--- src/rtl/cpu_pkg.sv ---
// Shared constants, forwarding-source encoding and the ID/EX bundle
// for the operand issue stage.
package cpu_pkg;

  localparam int DATA_W  = 64;
  localparam int RADDR_W = 5;
  localparam int CTRL_W  = 8;

  typedef enum logic [1:0] {
    FWD_RF,
    FWD_EX,
    FWD_MEM,
    FWD_WB
  } fwd_src_e;

  typedef struct packed {
    logic               valid;
    logic               wr;
    logic               is_load;
    logic [RADDR_W-1:0] rd;
    logic [CTRL_W-1:0]  ctrl;
    logic [DATA_W-1:0]  op_a;
    logic [DATA_W-1:0]  op_b;
  } id_ex_t;

endpackage

--- src/rtl/operand_issue_stage_if.sv ---
// ID-side, register-bank, bypass and EX-side signals of the issue stage.
// slave: the stage itself; master: the surrounding pipeline.
interface operand_issue_stage_if;
  import cpu_pkg::*;

  logic               id_valid;
  logic [RADDR_W-1:0] id_rs1;
  logic [RADDR_W-1:0] id_rs2;
  logic               id_use_rs1;
  logic               id_use_rs2;
  logic [RADDR_W-1:0] id_rd;
  logic               id_wr;
  logic               id_is_load;
  logic [CTRL_W-1:0]  id_ctrl;
  logic [RADDR_W-1:0] rf_addr_a;
  logic [RADDR_W-1:0] rf_addr_b;
  logic [DATA_W-1:0]  rf_data_a;
  logic [DATA_W-1:0]  rf_data_b;
  logic [DATA_W-1:0]  ex_res;
  logic [RADDR_W-1:0] mem_rd;
  logic               mem_wr;
  logic [DATA_W-1:0]  mem_res;
  logic [RADDR_W-1:0] wb_rd;
  logic               wb_wr;
  logic [DATA_W-1:0]  wb_res;
  logic               ex_hold;
  logic               flush;
  logic               stall;
  logic               ex_valid;
  logic [DATA_W-1:0]  ex_op_a;
  logic [DATA_W-1:0]  ex_op_b;
  logic [RADDR_W-1:0] ex_rd;
  logic               ex_wr;
  logic               ex_is_load;
  logic [CTRL_W-1:0]  ex_ctrl;

  modport slave (
    input  id_valid, id_rs1, id_rs2,
    input  id_use_rs1, id_use_rs2,
    input  id_rd, id_wr, id_is_load, id_ctrl,
    output rf_addr_a, rf_addr_b,
    input  rf_data_a, rf_data_b,
    input  ex_res,
    input  mem_rd, mem_wr, mem_res,
    input  wb_rd, wb_wr, wb_res,
    input  ex_hold, flush,
    output stall,
    output ex_valid, ex_op_a, ex_op_b,
    output ex_rd, ex_wr, ex_is_load, ex_ctrl
  );

  modport master (
    output id_valid, id_rs1, id_rs2,
    output id_use_rs1, id_use_rs2,
    output id_rd, id_wr, id_is_load, id_ctrl,
    input  rf_addr_a, rf_addr_b,
    output rf_data_a, rf_data_b,
    output ex_res,
    output mem_rd, mem_wr, mem_res,
    output wb_rd, wb_wr, wb_res,
    output ex_hold, flush,
    input  stall,
    input  ex_valid, ex_op_a, ex_op_b,
    input  ex_rd, ex_wr, ex_is_load, ex_ctrl
  );

endinterface

--- src/rtl/operand_issue_stage_fwd_mux.sv ---
// Per-operand bypass select: youngest in-flight producer wins, else bank.
module fwd_mux
  import cpu_pkg::*;
(
  input  logic [RADDR_W-1:0] rs_i,
  input  logic [DATA_W-1:0]  rf_data_i,
  input  logic               ex_valid_i,
  input  logic               ex_wr_i,
  input  logic               ex_is_load_i,
  input  logic [RADDR_W-1:0] ex_rd_i,
  input  logic [DATA_W-1:0]  ex_res_i,
  input  logic               mem_wr_i,
  input  logic [RADDR_W-1:0] mem_rd_i,
  input  logic [DATA_W-1:0]  mem_res_i,
  input  logic               wb_wr_i,
  input  logic [RADDR_W-1:0] wb_rd_i,
  input  logic [DATA_W-1:0]  wb_res_i,
  output logic [DATA_W-1:0]  data_o
);

  fwd_src_e src;

  // A load in EX has no data yet; the hazard logic stalls for it instead.
  always_comb begin
    src = FWD_RF;
    if (ex_valid_i && ex_wr_i && !ex_is_load_i
        && ex_rd_i == rs_i)
      src = FWD_EX;
    else if (mem_wr_i && mem_rd_i == rs_i)
      src = FWD_MEM;
    else if (wb_wr_i && wb_rd_i == rs_i)
      src = FWD_WB;
  end

  always_comb begin
    data_o = rf_data_i;
    unique case (src)
      FWD_EX:  data_o = ex_res_i;
      FWD_MEM: data_o = mem_res_i;
      FWD_WB:  data_o = wb_res_i;
      default: data_o = rf_data_i;
    endcase
  end

endmodule

--- src/rtl/operand_issue_stage.sv ---
// ID/EX stage: bank addressing, operand bypass, load-use stall, flush.
// Optional perf counters under ISSUE_PERF_CNT_EN.
module operand_issue_stage
  import cpu_pkg::*;
(
  input  logic                 clk,
  input  logic                 rst_n,
  operand_issue_stage_if.slave bus
`ifdef ISSUE_PERF_CNT_EN
  ,
  output logic [31:0]          perf_stall_cnt,
  output logic [31:0]          perf_flush_cnt
`endif
);

  id_ex_t            ex_q;
  id_ex_t            ex_d;
  logic [DATA_W-1:0] op_a;
  logic [DATA_W-1:0] op_b;
  logic              hz;

  assign bus.rf_addr_a = bus.id_rs1;
  assign bus.rf_addr_b = bus.id_rs2;

  fwd_mux u_fwd_a (
    .rs_i         (bus.id_rs1),
    .rf_data_i    (bus.rf_data_a),
    .ex_valid_i   (ex_q.valid),
    .ex_wr_i      (ex_q.wr),
    .ex_is_load_i (ex_q.is_load),
    .ex_rd_i      (ex_q.rd),
    .ex_res_i     (bus.ex_res),
    .mem_wr_i     (bus.mem_wr),
    .mem_rd_i     (bus.mem_rd),
    .mem_res_i    (bus.mem_res),
    .wb_wr_i      (bus.wb_wr),
    .wb_rd_i      (bus.wb_rd),
    .wb_res_i     (bus.wb_res),
    .data_o       (op_a)
  );

  fwd_mux u_fwd_b (
    .rs_i         (bus.id_rs2),
    .rf_data_i    (bus.rf_data_b),
    .ex_valid_i   (ex_q.valid),
    .ex_wr_i      (ex_q.wr),
    .ex_is_load_i (ex_q.is_load),
    .ex_rd_i      (ex_q.rd),
    .ex_res_i     (bus.ex_res),
    .mem_wr_i     (bus.mem_wr),
    .mem_rd_i     (bus.mem_rd),
    .mem_res_i    (bus.mem_res),
    .wb_wr_i      (bus.wb_wr),
    .wb_rd_i      (bus.wb_rd),
    .wb_res_i     (bus.wb_res),
    .data_o       (op_b)
  );

  assign hz = bus.id_valid && ex_q.valid
           && ex_q.is_load && ex_q.wr
           && ((bus.id_use_rs1 && ex_q.rd == bus.id_rs1)
            || (bus.id_use_rs2 && ex_q.rd == bus.id_rs2));

  assign bus.stall = (hz || bus.ex_hold) && !bus.flush;

  always_comb begin
    ex_d = ex_q;
    if (bus.flush || (!bus.ex_hold && hz)) begin
      ex_d.valid   = 1'b0;
      ex_d.wr      = 1'b0;
      ex_d.is_load = 1'b0;
    end else if (!bus.ex_hold) begin
      ex_d.valid   = bus.id_valid;
      ex_d.wr      = bus.id_wr && bus.id_valid;
      ex_d.is_load = bus.id_is_load;
      ex_d.rd      = bus.id_rd;
      ex_d.ctrl    = bus.id_ctrl;
      ex_d.op_a    = op_a;
      ex_d.op_b    = op_b;
    end
  end

  always_ff @(posedge clk or negedge rst_n) begin
    if (!rst_n) ex_q <= '0;
    else        ex_q <= ex_d;
  end

  assign bus.ex_valid   = ex_q.valid;
  assign bus.ex_wr      = ex_q.wr;
  assign bus.ex_is_load = ex_q.is_load;
  assign bus.ex_rd      = ex_q.rd;
  assign bus.ex_ctrl    = ex_q.ctrl;
  assign bus.ex_op_a    = ex_q.op_a;
  assign bus.ex_op_b    = ex_q.op_b;

`ifdef ISSUE_PERF_CNT_EN
  logic [31:0] stall_cnt_q;
  logic [31:0] flush_cnt_q;

  // Both counters stick at all-ones instead of wrapping.
  always_ff @(posedge clk or negedge rst_n) begin
    if (!rst_n) begin
      stall_cnt_q <= '0;
      flush_cnt_q <= '0;
    end else begin
      if (hz && !bus.flush && !bus.ex_hold
          && stall_cnt_q != '1)
        stall_cnt_q <= stall_cnt_q + 32'd1;
      if (bus.flush && bus.id_valid
          && flush_cnt_q != '1)
        flush_cnt_q <= flush_cnt_q + 32'd1;
    end
  end

  assign perf_stall_cnt = stall_cnt_q;
  assign perf_flush_cnt = flush_cnt_q;
`endif

endmodule

--- src/flat_wrapper.sv ---
// flat-port wrapper written by rule: the top's interface ports become plain ports
module operand_issue_stage_flat import cpu_pkg::*;
  (clk, rst_n, bus_id_valid, bus_id_rs1, bus_id_rs2, bus_id_use_rs1, bus_id_use_rs2, bus_id_rd, bus_id_wr, bus_id_is_load, bus_id_ctrl, bus_rf_addr_a, bus_rf_addr_b, bus_rf_data_a, bus_rf_data_b, bus_ex_res, bus_mem_rd, bus_mem_wr, bus_mem_res, bus_wb_rd, bus_wb_wr, bus_wb_res, bus_ex_hold, bus_flush, bus_stall, bus_ex_valid, bus_ex_op_a, bus_ex_op_b, bus_ex_rd, bus_ex_wr, bus_ex_is_load, bus_ex_ctrl);
  operand_issue_stage_if bus_i ();
  input  logic clk;
  input  logic rst_n;
  input wire logic [$bits(bus_i.id_valid)-1:0] bus_id_valid;
  input wire logic [$bits(bus_i.id_rs1)-1:0] bus_id_rs1;
  input wire logic [$bits(bus_i.id_rs2)-1:0] bus_id_rs2;
  input wire logic [$bits(bus_i.id_use_rs1)-1:0] bus_id_use_rs1;
  input wire logic [$bits(bus_i.id_use_rs2)-1:0] bus_id_use_rs2;
  input wire logic [$bits(bus_i.id_rd)-1:0] bus_id_rd;
  input wire logic [$bits(bus_i.id_wr)-1:0] bus_id_wr;
  input wire logic [$bits(bus_i.id_is_load)-1:0] bus_id_is_load;
  input wire logic [$bits(bus_i.id_ctrl)-1:0] bus_id_ctrl;
  output wire logic [$bits(bus_i.rf_addr_a)-1:0] bus_rf_addr_a;
  output wire logic [$bits(bus_i.rf_addr_b)-1:0] bus_rf_addr_b;
  input wire logic [$bits(bus_i.rf_data_a)-1:0] bus_rf_data_a;
  input wire logic [$bits(bus_i.rf_data_b)-1:0] bus_rf_data_b;
  input wire logic [$bits(bus_i.ex_res)-1:0] bus_ex_res;
  input wire logic [$bits(bus_i.mem_rd)-1:0] bus_mem_rd;
  input wire logic [$bits(bus_i.mem_wr)-1:0] bus_mem_wr;
  input wire logic [$bits(bus_i.mem_res)-1:0] bus_mem_res;
  input wire logic [$bits(bus_i.wb_rd)-1:0] bus_wb_rd;
  input wire logic [$bits(bus_i.wb_wr)-1:0] bus_wb_wr;
  input wire logic [$bits(bus_i.wb_res)-1:0] bus_wb_res;
  input wire logic [$bits(bus_i.ex_hold)-1:0] bus_ex_hold;
  input wire logic [$bits(bus_i.flush)-1:0] bus_flush;
  output wire logic [$bits(bus_i.stall)-1:0] bus_stall;
  output wire logic [$bits(bus_i.ex_valid)-1:0] bus_ex_valid;
  output wire logic [$bits(bus_i.ex_op_a)-1:0] bus_ex_op_a;
  output wire logic [$bits(bus_i.ex_op_b)-1:0] bus_ex_op_b;
  output wire logic [$bits(bus_i.ex_rd)-1:0] bus_ex_rd;
  output wire logic [$bits(bus_i.ex_wr)-1:0] bus_ex_wr;
  output wire logic [$bits(bus_i.ex_is_load)-1:0] bus_ex_is_load;
  output wire logic [$bits(bus_i.ex_ctrl)-1:0] bus_ex_ctrl;
  assign bus_i.id_valid = bus_id_valid;
  assign bus_i.id_rs1 = bus_id_rs1;
  assign bus_i.id_rs2 = bus_id_rs2;
  assign bus_i.id_use_rs1 = bus_id_use_rs1;
  assign bus_i.id_use_rs2 = bus_id_use_rs2;
  assign bus_i.id_rd = bus_id_rd;
  assign bus_i.id_wr = bus_id_wr;
  assign bus_i.id_is_load = bus_id_is_load;
  assign bus_i.id_ctrl = bus_id_ctrl;
  assign bus_rf_addr_a = bus_i.rf_addr_a;
  assign bus_rf_addr_b = bus_i.rf_addr_b;
  assign bus_i.rf_data_a = bus_rf_data_a;
  assign bus_i.rf_data_b = bus_rf_data_b;
  assign bus_i.ex_res = bus_ex_res;
  assign bus_i.mem_rd = bus_mem_rd;
  assign bus_i.mem_wr = bus_mem_wr;
  assign bus_i.mem_res = bus_mem_res;
  assign bus_i.wb_rd = bus_wb_rd;
  assign bus_i.wb_wr = bus_wb_wr;
  assign bus_i.wb_res = bus_wb_res;
  assign bus_i.ex_hold = bus_ex_hold;
  assign bus_i.flush = bus_flush;
  assign bus_stall = bus_i.stall;
  assign bus_ex_valid = bus_i.ex_valid;
  assign bus_ex_op_a = bus_i.ex_op_a;
  assign bus_ex_op_b = bus_i.ex_op_b;
  assign bus_ex_rd = bus_i.ex_rd;
  assign bus_ex_wr = bus_i.ex_wr;
  assign bus_ex_is_load = bus_i.ex_is_load;
  assign bus_ex_ctrl = bus_i.ex_ctrl;
  operand_issue_stage u_core (.clk(clk), .rst_n(rst_n), .bus(bus_i));
endmodule
--- config.mk ---
export PLATFORM = sky130hd
export DESIGN_NAME = operand_issue_stage_flat
export DESIGN_NICKNAME = d
export VERILOG_FILES = /design/src/rtl/cpu_pkg.sv /design/src/rtl/operand_issue_stage_if.sv /design/src/rtl/operand_issue_stage_fwd_mux.sv /design/src/rtl/operand_issue_stage.sv /design/src/flat_wrapper.sv
export SDC_FILE = /design/constraint.sdc
export NUM_CORES = 1
export LEC_CHECK = 0
export CAP_MARGIN = 0
export CORE_AREA = 2 2 203 205
export DETAILED_ROUTE_END_ITERATION = 10
export DIE_AREA = 0 0 205 207
export DONT_BUFFER_PORTS = 1
export GPL_TIMING_DRIVEN = 0
export PLACE_DENSITY = 0.47
export SYNTH_ARGS = -nofsm -noshare
export SYNTH_HDL_FRONTEND = slang
export SYNTH_SLANG_ARGS = --single-unit
export TNS_END_PERCENT = 5
--- constraint.sdc ---
create_clock -name clk -period 1.9 [get_ports clk]
set_input_delay 0.38 -clock clk [delete_from_list [all_inputs] [get_ports clk]]
set_output_delay 0.38 -clock clk [all_outputs]
set_load 0.05 [all_outputs]
Word-level counts from Yosys, hierarchy flattened

Cells that the tools add are included.

Equal/unequal tests: 13
Mux-type cells: 10
Bitwise gates (word level): 2
Reductions and logical operators: 24

Operators by type and width:

| operator             | count |
|---|---|
| $pmux W64 S3         | 2 |
| $mux W144            | 1 |
| $eq A5 B5 Y1         | 6 |
| $logic_and A1 B1 Y1  | 17 |
| $mux W2              | 6 |
| $eq A2 B2 Y1 const B | 4 |
| $eq A2 B1 Y1 const B | 2 |
| $logic_not A1 Y1     | 3 |
| $logic_or A1 B1 Y1   | 3 |
| $mux W3              | 1 |
| $ne A2 B1 Y1 const B | 1 |
| $not A1 Y1           | 2 |
| $reduce_and A2 Y1    | 1 |

Flip-flop bits (word level): 144
Input port bits: 364
Output and inout bits: 155
Logic and storage cells: 56

Longest topological paths before layout

Gate-level depths: netlist of the first run.

Depth in word-level cells: 9
Depth in mapped cells: 9
Gate-level depth less buffers: 6

By module

Synthesis of the first run repeated with hierarchy kept, for this count alone.

Cell total of the unflattened synthesis: 853
Area, all modules: 9985.8 µm²

Modules (own cells, without submodules):

| module              | times used | cells an instance | area each (µm²) | sequential area each (µm²) |
|---|---|---|---|---|
| operand_issue_stage | 1          | 341               | 5651.7          | 3603.5 |
| fwd_mux             | 2          | 256               | 2167.1          | 0.0 |

Worst setup path before layout of the first run

No wires, ideal clock.

Path kind: register -> register
From: register u_core.ex_q, in the netlist u_core.bus.ex_rd[4]
To: register u_core.ex_q, in the netlist u_core.bus.ex_op_a[28]
Setup time: 0.145 ns
Arrival: 2.057 ns
Required time: 1.755 ns
Slack: -0.302 ns
Cell stages (with the launch flop): 8
Path buffers: 2
Clock period less this slack: 2.202 ns
Path through: dfrtp_1 xor2_1 nor3_2 a32oi_1 o21ai_1 buf_2 buf_1 o31ai_2

Word-level cells in the longest chain between the ends: 8
Elaborated cells on any way between the ends: 16
Those cells by class: eq/ne (5); mux (2); bitwise (1); reduce/logical (8)

RTL lines:

| what                                                 | RTL line                  | source |
|---|---|---|
| start: declaration                                   | operand_issue_stage.sv:16 | `id_ex_t ex_q;` |
| start signal: assignment                             | operand_issue_stage.sv:84 | `if (!rst_n) ex_q <= '0;` |
| start signal: assignment                             | operand_issue_stage.sv:85 | `else ex_q <= ex_d;` |
| branches (longest 8 deep; another with $pmux W64 S3) | -                         |  |

Several ways; the timed one is not identified.
A chain may end at the register's enable or synchronous reset.

Worst setup path in the final report of the first run

From: register u_core.ex_q, in the netlist u_core.bus.ex_rd[0]
To: output port bus_stall

Word-level cells in the longest chain between the ends: 6
Elaborated cells on any way between the ends: 8
Those cells by class: eq/ne (2); reduce/logical (6)

RTL lines:

| what                                          | RTL line                                             | source |
|---|---|---|
| $eq A5 B5 Y1, on equally long branches        | operand_issue_stage.sv:61, operand_issue_stage.sv:62 |  |
| $logic_and A1 B1 Y1, on equally long branches | operand_issue_stage.sv:61, operand_issue_stage.sv:62 |  |
| $logic_or A1 B1 Y1 (*)                        | operand_issue_stage.sv:62                            | `\|\| (bus.id_use_rs2 && ex_q.rd == bus.id_rs2));` |
| $logic_and A1 B1 Y1 (*)                       | operand_issue_stage.sv:61                            | `&& ((bus.id_use_rs1 && ex_q.rd == bus.id_rs1)` |
| $logic_or A1 B1 Y1 (*)                        | operand_issue_stage.sv:64                            | `assign bus.stall = (hz \|\| bus.ex_hold) && !bus.flush;` |
| $logic_and A1 B1 Y1 (*)                       | operand_issue_stage.sv:64                            |  |
| end: declaration                              | flat_wrapper.sv:29                                   | `output wire logic [$bits(bus_i.stall)-1:0] bus_stall;` |

Mark *: on every way between the ends. The rest lies on a longest branch, timed or not.

==> metrics.txt, run 1 <==
status finished with violations; failing checks negative hold slack, negative setup slack; Pre-antenna DRT Iters 6; PortBufs 0; leak pwr 4.64 nW; Num CTS Buffers 17; P&R area growth vs syn 20.9%; worst-path fanout max 4; post-synthesis adder-cell area fraction 0; CP max-delay cell dfrtp_2; unrepaired setup endpoints after global routing true; CTS Sinks 144; measured slew at the worst slew-check pin 801 ps; main combinational cell family by area after synthesis compound AO/OA/AOI/OAI gates; pre-CTS WS -1240 ps; CP Cell Sequence xor2_2 > nor3_2 > a32oi_2 > nor2_1 > o21ba_4; synthesis warning total 0; Synth Area in Compound Gates 0.293; drt drc 0; Core Region 0.0404 sq mm; initial core utilization 0.259; setup_tns -54120 ps; post-route ant nets 0; max incr delay on CP 540 ps; die footprint 0.0424 sq mm; Rel. slew slack 0.466; FFs w/ async S/R, synth 1.00; CP Data Arrival Time 2040 ps; pin count of the biggest net entering global routing 145; Critical path buffers and inverters 0; row cnt 74; DIE HEIGHT 207 um; cell family with most CP delay flip-flops; Synth Area per Inst 8.90 sq um; area share of the largest cell type after synthesis 0.345; Cell Pwr Density 873 mW/mm^2; number of flops mapped to enable cells by yosys 0; final setup skew 6.68 ps; clk slew on worst S/H paths 70 ps; maximum root-to-sink buffer count 2; final WL 52.7 mm; layout cells sized above 1 0.275; library cells used by synthesis 38; post-synth top area cell dfrtp_1; routed vias/inst 5.66; Worst-Skew Late Latency 460 ps; Top FF cell, synth dfrtp_1; GRT Total Usage 0.241; htree depth 4; synth top area cells dfrtp_1, o31ai_2, nand2b_1, o22ai_1, a21oi_1; final setup margin -517 ps; GRT overflow 0; die width 205 um; post-synthesis xor/xnor area fraction 0.0252; Vias 9891; dpl hpwl 39.6 mm; Setup crit end kind output port; max cap viols 0; Tmin final 2420 ps; critical path class reg2out; mux contribution to synthesized area 0.0140; first-pass GRT wire length 73.6 mm; Final Slew Violations 0; CTS tree built; Hold Slack -381 ps; Startpoint Class flip-flop; Fmax achieved 414 MHz; Worst Path Required 1520 ps; Synth Instances 1172; wire per inst 30.1 um; # setup viols final 145; Max VDD drop 0.000587 V; final worst path period share 1.27; Seq cells post-synth 144; Commonest cells post-synth nand2b_1, dfrtp_1, nand2_1, a21oi_1, o22ai_1; antenna violations before repair 5; Post-Synth Simple-Gate Area 0.257; HP Class in2async; most common cell in the netlist nand2b_1; sequential-to-total area share from yosys stat 0.345; global placement routability congestion 0.909; vias in the first global route 10.3k; Iter 0 DRT Violations 714; nets@finish 1564; Pwr Total 11.0 mW; Post-Syn Area 0.0104 sq mm; IO Pins 519; endpoints failing hold 144; synthesized net count 1536; root buf cell clkbuf_16
-- kinds of logic (layout without fill, tap and decap cells) --
family,count (synthesis),count (layout)
mux,13,13
other cells,0,3
compound gates,390,390
buf+inv,131,172
simple gates,464,464
flops,144,144
xor+xnor,30,30
-- where the power goes --
group	internal [mW]	total, mW	switching (mW)	leakage [nW]
sequential	3.46	5.40	1.94	1.76
clock	2.41	3.99	1.58	0.317
combinational	0.751	1.63	0.875	2.55
total	6.62	11.0	4.40	4.64
-- per-layer routing --
layer,vias up,share of wire,wire length [um],GRT usage
met3,72,0.089,4690,0.0761
met4,2,0.020,1070,0.0680
met1,5016,0.39,20600,0.285
li1,4352,-,-,-
met5,-,0.00030,16,0
met2,449,0.50,26300,0.414
-- cell usage in the layout, fill, tap and decap left out, drive strengths merged, types with 28 or more instances in the layout --
cell    Yosys  final
xor2       28     28
o22ai     126    126
o31ai     128    128
dfrtp     144    144
nand2     137    137
or3        93     93
buf        55     73
or4b       33     33
a21oi     126    126
nand2b    171    171
clkbuf     74     85
-- cell type report --
cell class                 count  area (sq um)
fill                        4317         27700
multi-input combinational    897          6550
sequential                   144          3610
buffer                       129          1000
tap                          532           666
clock buffer                  20           457
clock inverter                12           205
timing repair buffer           9           115
inverter                       2          7.51
antenna                        3          7.51
-- flip-flops by register name (all words and copies together), names as in the netlist --
signal / flops
u_core.bus.ex_is_load: 1
u_core.bus.ex_wr: 1
u_core.bus.ex_valid: 1
u_core.bus.ex_rd: 5
u_core.bus.ex_op_b: 64
u_core.bus.ex_op_a: 64
u_core.bus.ex_ctrl: 8
-- per-stage QoR --
stage	instances	cell area [sq um]	utilization	hold WS, ps
floorplan	1172	10500	-	84.4
global placement	1704	11100	0.276	89.1
detailed placement	1704	11100	0.276	90.8
CTS	1741	12100	0.300	-427
global route	1748	12600	0.313	-418
finish	1748	12600	0.313	-381
-- final timing paths --
path | slack (ps) | endpoint | startpoint | cells after the start
setup / recovery | -520 | bus_stall | u_core.bus.ex_rd[0] | 5
hold / removal | -380 | u_core.bus.ex_ctrl[4] | rst_n | 0
setup reg to reg | -480 | u_core.bus.ex_op_b[17] | u_core.bus.ex_rd[0] | 8
hold reg to reg | 720 | u_core.bus.ex_wr | u_core.bus.ex_wr | 2
max in group asynchronous | 1870 | u_core.bus.ex_op_b[33] | rst_n | 0
min in group clk | 60 | u_core.bus.ex_wr | bus_id_wr | 2
-- repair_timing --
action                     in CTS  in global routing
resized for setup              85                102
pin swaps                       3                  6
gates cloned                    0                  2
setup endpoints to repair     145                145
setup buffers                   5                  2
hold endpoints to repair      144                144
Note: power is estimated with default switching activity, not from simulation.
==> inputs of run 2 (changes only) <==
--- a/config.mk
+++ b/config.mk
@@ -10,6 +10,7 @@
 export DETAILED_ROUTE_END_ITERATION = 10
 export DIE_AREA = 0 0 205 207
 export DONT_BUFFER_PORTS = 1
+export GPL_ROUTABILITY_DRIVEN = 0
 export GPL_TIMING_DRIVEN = 0
 export PLACE_DENSITY = 0.47
 export SYNTH_ARGS = -nofsm -noshare
==> results of run 2 <==
Final layout, timing and power as in run 1 (identical DEF).
==> inputs of run 3 (changes only) <==
--- a/config.mk
+++ b/config.mk
@@ -6,13 +6,15 @@
 export NUM_CORES = 1
 export LEC_CHECK = 0
 export CAP_MARGIN = 0
+export CELL_PAD_IN_SITES_DETAIL_PLACEMENT = 1
+export CELL_PAD_IN_SITES_GLOBAL_PLACEMENT = 1
 export CORE_AREA = 2 2 203 205
 export DETAILED_ROUTE_END_ITERATION = 10
 export DIE_AREA = 0 0 205 207
 export DONT_BUFFER_PORTS = 1
 export GPL_ROUTABILITY_DRIVEN = 0
 export GPL_TIMING_DRIVEN = 0
-export PLACE_DENSITY = 0.47
+export PLACE_DENSITY = 0.58
 export SYNTH_ARGS = -nofsm -noshare
 export SYNTH_HDL_FRONTEND = slang
 export SYNTH_SLANG_ARGS = --single-unit
==> run 3 against run 2 <==
The flow still finishes with violations (negative hold slack, negative setup slack). Die area unchanged. Clock skew up 4.1 ps. Clock power down 11%. Global-route usage is 0.88 points higher. Worst hold slack about the same. Routed wire length is 2.6% higher. Cell area shrank 0.92%. Sequential power about the same. First-iteration DRC count fell by 22%.
==> metrics.txt, run 3 (synthesis results as in run 1) <==
status finished with violations; failing checks negative hold slack, negative setup slack; cell family with most CP delay buffers and inverters; Reg2Reg Capture Point u_core.bus.ex_op_b[58]; Max VDD drop 0.000587 V; Comb pwr share 0.158; Pre-antenna DRT Iters 5; Net Sw Power 4.39 mW; initial core utilization 0.259; dpl hpwl 40.6 mm; HP Class in2async; clk slew on worst S/H paths 70 ps; Tmin final 2460 ps; IO Pins 519; commonest non-fill, non-tap cells in the layout nand2b_1, dfrtp_1, nand2_1, a21oi_1, o22ai_1; leak pwr 4.63 nW; most frequent cell on the critical path buf_4; final WL 54.1 mm; antenna violations before repair 10; pin count of the biggest net entering global routing 145; Core Util, Final 0.310; CTS tree built; # setup viols final 145; P_int 6.24 mW; Final Slew Violations 0; Seq pwr share 0.509; CP max-delay cell dfrtp_2; endpoints failing hold 144; CP Data Arrival Time 2800 ps; Setup crit end kind flip-flop; Worst-Skew Late Latency 460 ps; Num CTS Buffers 17; leading cell type in the layout, fill and taps excluded nand2b_1; CTS Sinks 144; wire per inst 30.7 um; Cell Pwr Density 850 mW/mm^2; vias in the first global route 10.8k; nets@finish 1571; final setup margin -564 ps; measured slew at the worst slew-check pin 864 ps; first-pass GRT wire length 76.2 mm; Sw Ratio 0.413; Rel. slew slack 0.424; row cnt 74; DIE HEIGHT 207 um; DP Area 0.0111 sq mm; final setup skew 10.8 ps; pre-CTS WS -1340 ps; PortBufs 0; unrepaired setup endpoints after global routing true; die width 205 um; Fmax achieved 406 MHz; root buf cell clkbuf_16; Startpoint Class flip-flop; GRT overflow 0; htree depth 4; max incr delay on CP 540 ps; Hold Slack -381 ps; P&R area growth vs syn 19.8%; max cap viols 0; drt drc 0; Finished Cell Area 0.0125 sq mm; layout cells sized above 1 0.261; Critical path buffers and inverters 3; CP Cell Sequence xor2_2 > nor3_2 > buf_4 > buf_4 > nand3_4 > buf_2 > o22ai_1 > o31ai_2; Core Region 0.0404 sq mm; Vias 9858; Clock Power Share 0.333; routed vias/inst 5.59; Iter 0 DRT Violations 559; die footprint 0.0424 sq mm; worst r2r path cells 8; reg-to-reg startpoint u_core.bus.ex_rd[0]; beginning of the critical path u_core.bus.ex_rd[0]; critical path class reg2reg; post-route ant nets 0; maximum root-to-sink buffer count 2; GRT Total Usage 0.249; worst-path fanout max 10; Pwr Total 10.6 mW; Worst Path Required 2240 ps; final worst path period share 1.30; reg2reg setup slack -560 ps
[run 3: worst reg2reg max path, cell delays in order (launching register included)]
cell	delay, ps
dfrtp_2	540
xor2_2	200
nor3_2	290
buf_4	160
buf_4	110
nand3_4	280
buf_2	350
o22ai_1	330
o31ai_2	90
[run 3: power groups by stage]
| stage | combinational [mW] | sequential [mW] | clock (mW) |
|---|---|---|---|
| after floorplan | 1.15 | 5.27 | 0 |
| after global placement | 1.45 | 5.46 | 0 |
| after detailed placement | 1.49 | 5.46 | 0 |
| after CTS | 1.61 | 5.41 | 3.62 |
| after global routing | 1.82 | 5.46 | 3.73 |
| final | 1.68 | 5.41 | 3.54 |
[run 3: layer usage]
layer | vias up | GRT usage | wire length, um
li1 | 4376 | - | -
met1 | 4984 | 0.288 | 21100
met2 | 416 | 0.423 | 26800
met3 | 76 | 0.0799 | 4610
met4 | 6 | 0.100 | 1530
met5 | - | 0 | 37
[run 3: final cells by class]
class / count / area, sq um
antenna: 10 / 25.0
buffer: 129 / 1010
clock buffer: 24 / 512
clock inverter: 8 / 76.3
fill: 4729 / 27900
inverter: 2 / 7.51
multi-input combinational: 897 / 6370
sequential: 144 / 3610
tap: 532 / 666
timing repair buffer: 16 / 221
[run 3: repair_timing]
action,in CTS,in global routing
pin swaps,3,6
cloned,1,3
resized for setup,122,47
setup buffers,7,5
hold endpoints to repair,144,144
setup endpoints to repair,145,145
[run 3: worst max path at each step]
| stage | endpoint | slack (ps) | cells past startpoint |
|---|---|---|---|
| floorplan | u_core.bus.ex_rd[4] | -50 | 7 |
| CTS | bus_stall | -580 | 5 |
| detailed placement | u_core.bus.ex_op_a[46] | -1340 | 6 |
| global placement | u_core.bus.ex_op_a[46] | -1280 | 6 |
| global route | bus_stall | -680 | 5 |
| finish | u_core.bus.ex_op_b[58] | -560 | 8 |
[run 3: through the flow]
step,instances,setup TNS [ps]
6_report,1762,-60860
2_1_floorplan,1172,-3950
5_1_grt,1756,-75460
3_3_place_gp,1704,-136690
3_5_place_dp,1704,-144100
4_1_cts,1744,-62510
